File: config.mk
export PLATFORM = sky130hd
export DESIGN_NAME = sirv_mrom_icb_ctrl
export DESIGN_NICKNAME = d
export VERILOG_FILES = /design/src/rtl/sirv_mrom_icb_ctrl.sv
export SDC_FILE = /design/constraint.sdc
export NUM_CORES = 1
export LEC_CHECK = 0
export ABC_CLOCK_PERIOD_IN_PS = 5500
export BUFFER_PORTS_ARGS = -buffer_cell sky130_fd_sc_hd__buf_2
export CAP_MARGIN = 20
export CELL_PAD_IN_SITES_DETAIL_PLACEMENT = 0
export CELL_PAD_IN_SITES_GLOBAL_PLACEMENT = 2
export CORE_AREA = 2 2 100 102
export DETAILED_ROUTE_END_ITERATION = 12
export DIE_AREA = 0 0 102 104
export PLACE_DENSITY = 0.88
export SLEW_MARGIN = 20
export SYNTH_ARGS = -nofsm -noshare
export SYNTH_HDL_FRONTEND = slang
export SYNTH_SLANG_ARGS = --single-unit
File: constraint.sdc
create_clock -name clk -period 5.5 [get_ports clk]
set_input_delay 0.275 -clock clk [delete_from_list [all_inputs] [get_ports clk]]
set_output_delay 0.275 -clock clk [all_outputs]
set_load 0.02 [all_outputs]
File: src/rtl/sirv_mrom_icb_ctrl.sv
// ICB slave for the mask ROM: one synchronous ROM read per accepted command,
// in-order responses buffered in a small FIFO so reads can stream every cycle.
module sirv_mrom_icb_ctrl #(
  parameter int AW          = 12,
  parameter int DW          = 32,
  parameter int DP          = 1024,
  parameter int RSP_FIFO_DP = 2
) (
  input  logic          clk,
  input  logic          rst_n,
  input  logic          rom_icb_cmd_valid,
  output logic          rom_icb_cmd_ready,
  input  logic [AW-1:0] rom_icb_cmd_addr,
  input  logic          rom_icb_cmd_read,
  output logic          rom_icb_rsp_valid,
  input  logic          rom_icb_rsp_ready,
  output logic          rom_icb_rsp_err,
  output logic [DW-1:0] rom_icb_rsp_rdata,
  output logic          rom_cs,
  output logic [AW-3:0] rom_addr,
  input  logic [DW-1:0] rom_dout
);

  localparam int CW = $clog2(RSP_FIFO_DP + 1);
  localparam int PW = (RSP_FIFO_DP > 1) ? $clog2(RSP_FIFO_DP) : 1;

  logic [CW-1:0] r_out_cnt;
  logic [CW-1:0] r_fifo_cnt;
  logic [PW-1:0] r_wptr;
  logic [PW-1:0] r_rptr;
  logic          r_fifo_err  [RSP_FIFO_DP];
  logic [DW-1:0] r_fifo_data [RSP_FIFO_DP];
  logic          r_s1_valid;
  logic          r_s1_err;

  logic          w_accept;
  logic          w_err;
  logic          w_consume;
  logic          w_fifo_empty;
  logic          w_push;
  logic          w_pop;
  logic [DW-1:0] w_s1_data;

  assign w_err = ~rom_icb_cmd_read
               | (rom_icb_cmd_addr[1:0] != 2'b00)
               | (32'(rom_icb_cmd_addr[AW-1:2]) >= 32'(DP));

  assign w_accept     = rom_icb_cmd_valid & rom_icb_cmd_ready;
  assign w_consume    = rom_icb_rsp_valid & rom_icb_rsp_ready;
  assign w_fifo_empty = (r_fifo_cnt == '0);

  // Ready may depend on rsp_ready: a same-cycle consume frees a slot.
  assign rom_icb_cmd_ready = (r_out_cnt < CW'(RSP_FIFO_DP)) | w_consume;

  assign rom_cs   = w_accept & ~w_err;
  assign rom_addr = rom_icb_cmd_addr[AW-1:2];

  assign w_s1_data = r_s1_err ? '0 : rom_dout;

  // s1 bypasses straight to the bus only when nothing older is queued.
  assign w_push = r_s1_valid & (~w_fifo_empty | ~rom_icb_rsp_ready);
  assign w_pop  = w_consume & ~w_fifo_empty;

  always_comb begin
    rom_icb_rsp_valid = r_s1_valid;
    rom_icb_rsp_err   = r_s1_err;
    rom_icb_rsp_rdata = w_s1_data;
    if (!w_fifo_empty) begin
      rom_icb_rsp_valid = 1'b1;
      rom_icb_rsp_err   = r_fifo_err[r_rptr];
      rom_icb_rsp_rdata = r_fifo_data[r_rptr];
    end
  end

  always_ff @(posedge clk or negedge rst_n) begin
    if (!rst_n) begin
      r_out_cnt  <= '0;
      r_s1_valid <= 1'b0;
      r_s1_err   <= 1'b0;
    end else begin
      r_s1_valid <= w_accept;
      if (w_accept) r_s1_err <= w_err;
      if (w_accept && !w_consume)      r_out_cnt <= r_out_cnt + 1'b1;
      else if (!w_accept && w_consume) r_out_cnt <= r_out_cnt - 1'b1;
    end
  end

  always_ff @(posedge clk or negedge rst_n) begin
    if (!rst_n) begin
      r_fifo_cnt <= '0;
      r_wptr     <= '0;
      r_rptr     <= '0;
    end else begin
      if (w_push) r_wptr <= (r_wptr == PW'(RSP_FIFO_DP - 1)) ? '0 : r_wptr + 1'b1;
      if (w_pop)  r_rptr <= (r_rptr == PW'(RSP_FIFO_DP - 1)) ? '0 : r_rptr + 1'b1;
      if (w_push && !w_pop)      r_fifo_cnt <= r_fifo_cnt + 1'b1;
      else if (!w_push && w_pop) r_fifo_cnt <= r_fifo_cnt - 1'b1;
    end
  end

  always_ff @(posedge clk) begin
    if (w_push) begin
      r_fifo_err[r_wptr]  <= r_s1_err;
      r_fifo_data[r_wptr] <= w_s1_data;
    end
  end

  a_no_overflow: assert property (@(posedge clk) disable iff (!rst_n)
    !(w_push && (r_fifo_cnt == CW'(RSP_FIFO_DP))));

endmodule

; After elaboration in Yosys (flattened, before gate mapping)
; Memories as Yosys holds them, arrays and structs flattened.
; Index checks and enable logic that the tools add are counted.
[word_totals]
register_bits = 8
mem_bits_rw = 66
in_bits = 49
out_inout_bits = 46
wordCells = 51
mem_count = 2
[mem_list]
columns = memory, depth, word_bits, rd, rd_ports_with_merged_regs, write_ports, line_no
row1 = r_fifo_data, 2, 32, 1, 0, 1, 32  ; logic [DW-1:0] r_fifo_data [RSP_FIFO_DP];
row2 = r_fifo_err, 2, 1, 1, 0, 1, 31  ; logic r_fifo_err [RSP_FIFO_DP];
[classes]
n_addsub = 6
magnitude_cmp = 1
muxes = 12
bitwise = 12
n_reduce_logical = 12
[ops]
columns = op, n
row1 = $mux W32, 2
row2 = $mux W2, 4
row3 = $mux W1, 6
row4 = $reduce_bool A2 Y1, 3
row5 = $and A1 B1 Y1, 5
row6 = $add A2 B1 Y2 const B, 2
row7 = $logic_and A1 B1 Y1, 4
row8 = $logic_not A1 Y1, 4
row9 = $not A1 Y1, 4
row10 = $sub A2 B1 Y2 const B, 2
row11 = $or A1 B1 Y1, 3
row12 = $add A1 B1 Y1 const B, 2
row13 = $logic_not A2 Y1, 1
row14 = $lt A2 B2 Y1 const B, 1

; Logic depth before layout (Yosys ltp)
[depth]
word_depth = 9
depth_mapped = 6
ltp_nobuf = 6

; Worst setup path before layout
; No wires, ideal clock.
[synth_path]
path_kind = flip-flop to flip-flop
start = register r_fifo_cnt[0]
end = memory r_fifo_data[0][0] (enable)
setup_ps = 423
t_arrival_ps = 2155
required_time_ps = 5077
setup_slack_ps = 2922
path_stages_with_launch = 5
synth_period_minus_slack_ps = 2578
path_cell_list = dfrtp_1 or2_1 buf_6 o21ai_2 nor2_1
[synth_between]
elab_chain_cells = 6
[synth_lines]
columns = item, line_no
row1 = "start, declared", 28  ; logic [CW-1:0] r_fifo_cnt;
row2 = "start signal, assigned", 96  ; if (w_push && !w_pop) r_fifo_cnt <= r_fifo_cnt + 1'b1;
row3 = "start signal, assigned", 97  ; else if (!w_push && w_pop) r_fifo_cnt <= r_fifo_cnt - 1'b1;
row4 = $logic_not A2 Y1, 50  ; assign w_fifo_empty = (r_fifo_cnt == '0);
row5 = $not A1 Y1, 61  ; assign w_push = r_s1_valid & (~w_fifo_empty | ~rom_icb_rsp_ready);
row6 = $or A1 B1 Y1, 61
row7 = $and A1 B1 Y1, 61
row8 = $mux W1, 102  ; if (w_push) begin
row9 = $mux W1 (implied by the code), 104  ; r_fifo_data[r_wptr] <= w_s1_data;
row10 = "end, declared", 32
; Every way passes these cells.

; Worst setup path after layout
[layout_path]
start = register r_fifo_cnt[0]
end = memory r_fifo_data[0][19] (enable)
; The elaborated chain is that of the path after synthesis.

==> reports/results.txt <==
PostCTS Resize Cnt: 0
# setup viols final: 0
most common cell after layout, fill and taps aside: buf_2
Slowest-stage cell, CP: nor2_4
Hold Path Class: in2reg
total routed wirelength: 6350 um
vias in the first global route: 2,130
most frequent cells in the layout: buf_2 (74), edfxtp_1 (66), nor2_1 (36), mux2i_1 (34), nor2b_1 (33)
#FFs+latches synth: 74
Top FF cell, synth: edfxtp_1
core area: 9550 sq um
root buffer cell: clkbuf_8
Pre-Repair DR Iteration Count: 4
setup TNS: 0 ns
Pwr Density: 600 nW/um^2
first-pass GRT wire length: 10,400 um
vias per cell: 4.53
RSZ-0062 raised after global routing: false
post-synth cell types: 26
mux contribution to synthesized area: 10.2%
initial drt markers: 76
outcome: completed
Static Leak: 1.58 nW
final non-filler cell total: 462
Avg Cell Area, Syn: 13.1 sq um
initial cell density of the core: 36.0%
CP cell instances: or2_2, buf_4, o21ai_2, nor2_4
Final GP Congestion: 0.713
P&R area growth vs syn: 16.8%
setup repair bufs after CTS: 0
Place WS: 2.88 ns
via count: 2,095
Synth Area in Simple Gates: 11.9%
slowest stage delay, CP: 0.78 ns
std cell rows: 36
Max Clk Rate: 390 MHz
fin. max-slew vios: 0
die height: 104 um
Cell Area, Synth: 3440 sq um
Die X: 102 um
Clock Path Buffers: 2
Worst-Skew Late Latency: 0.33 ns
maximum fanout along the worst path: 68
Setup WS post-layout: 2.93 ns
io pins: 95
Hold WS: 0.254 ns
Die ar.: 10,600 sq um
remaining antenna violation count after routing: 0
Synth Warn #: 0
ys async rst share: 10.8%
Compound-Gate Fraction of Synth Area: 7.49%
CP arrival: 2.52 ns
antenna diode count: 0
clock sinks: 74
Net Count, Synth: 312
Slew HR: 32.6%
wire length per cell: 13.7 um
Hold Vio Cnt, Final: 0
# DRC: 0
max cap viols: 0
Nets: 374
clk slew on worst S/H paths: 0.07 ns
synthesized instance count: 262
global router's overall resource usage: 12.6%
Post-synth EDFFs: 66
R2R setup slack: 2.93 ns
XOR/XNOR Fraction of Synth Area: 1.27%
CP required: 5.45 ns
largest net degree at the start of global routing: 69
initial antenna violation count: 0
crit path kind: reg2reg
Port Buffers: 74
Post-Synth Adder-Cell Area: 0.364%
startpoint types: flip-flop
critical path capture point type: flip-flop
share of cells above drive strength 1: 32.8%
sequential element share of the synthesized area: 63.4%
Worst Tran Pin Value: 1.01 ns
final period demand of the worst path: 2.57 ns
Final Skew: 0.00753 ns
crit share post-route: 46.7%
worst vdd ir: 0.315 mV
cts bufs inserted: 9
Buf/Inv on CP: 1
dpl hpwl: 4090 um
family with the most delay on the worst path: simple AND/OR/NAND/NOR gates
total grt overflow: 0
number of cells after detailed placement: 445
TritonCTS clock tree: done
main combinational cell family by area after synthesis: simple AND/OR/NAND/NOR gates
H-Tree Depth: 3
==> routing by layer <==
| metal | global-route usage, % | wire, um | up-vias |
|---|---|---|---|
| met3 | 4.64 | 421 | 2 |
| met5 | 0 | 0 | - |
| met1 | 15.8 | 2890 | 983 |
| li1 | - | - | 1048 |
| met4 | 4.19 | 38 | 0 |
| met2 | 20.1 | 3000 | 62 |
==> metrics by stage <==
step | utilization, % | power, mW | area [sq um]
floorplan | - | 1.77 | 3440
global route | 42.1 | 2.58 | 4020
CTS | 42.1 | 2.45 | 4020
global placement | 40.1 | 2.03 | 3820
finish | 42.1 | 2.41 | 4020
detailed placement | 40.1 | 2.05 | 3830
==> synthesized netlist by cell type (3+ instances only) <==
cell type  instances  area, sq um
mux2i_1           34          340
xnor2_1            3         26.3
nand2_1            4         15.0
a21oi_1           24          120
clkbuf_1           3         11.3
buf_4             10         75.1
a21oi_2           11         96.3
nor2_1            38          143
buf_6              5         56.3
nor2b_1           33          206
edfxtp_1          66         1980
buf_2              7         35.0
dfrtp_1            8          200
==> repair_timing <==
item / CTS / global route
hold buffers: 1 / 0
endpoints found under the setup margin: 0 / 0
endpoints found under the hold margin: 8 / 0
==> worst reg2reg max path, delay by kind of cell, from the launching register on <==
kind | cells | cell delay (ns)
and+or+nand+nor | 2 | 0.95
buffers and inverters | 1 | 0.55
DFF | 1 | 0.48
AOI/OAI and AO/OA | 1 | 0.22
==> worst paths after layout <==
| kind | start | to | cells after the start |
|---|---|---|---|
| worst min-delay path | rom_icb_cmd_valid | r_s1_valid | 2 |
| worst min register to register | r_out_cnt[1] | r_out_cnt[1] | 1 |
| min in group asynchronous | rst_n | r_out_cnt[0] | 2 |
| worst max register to register | r_fifo_cnt[0] | r_fifo_data[0][19] | 4 |
| max in group asynchronous | rst_n | r_rptr | 2 |
| worst max-delay path | r_fifo_cnt[0] | r_fifo_data[0][19] | 4 |
==> registers in the layout, indices dropped and copies added (netlist names) <==
name and cells:
r_rptr 1, r_s1_valid 1, r_out_cnt 2, r_fifo_err 2
r_fifo_cnt 2, r_wptr 1, r_fifo_data 64, r_s1_err 1
==> cell type report <==
| cell class | count | area (sq um) |
|---|---|---|
| Timing Repair Buffer | 76 | 388 |
| Sequential cell | 74 | 2180 |
| Inverter | 2 | 7.51 |
| Clock inverter | 7 | 60.1 |
| Multi-Input combinational cell | 161 | 1090 |
| Tap cell | 133 | 166 |
| Fill cell | 926 | 5530 |
| Clock buffer | 9 | 124 |
==> cell families (layout without fill, tap and decap cells) <==
logic type,after synthesis,count (layout)
adder cells (fa/ha/maj),1,1
AND/OR/NAND/NOR,82,82
buffers and inverters,27,94
multiplexers,35,35
AO/OA/AOI/OAI,38,38
XOR/XNOR,5,5
flip-flops,74,74
==> where the power goes <==
part | internal (mW) | switching (mW)
clock | 0.204 | 0.186
combinational | 0.406 | 0.708
sequential | 0.774 | 0.135
total | 1.38 | 1.03
Note: power is estimated with default switching activity, not from simulation.
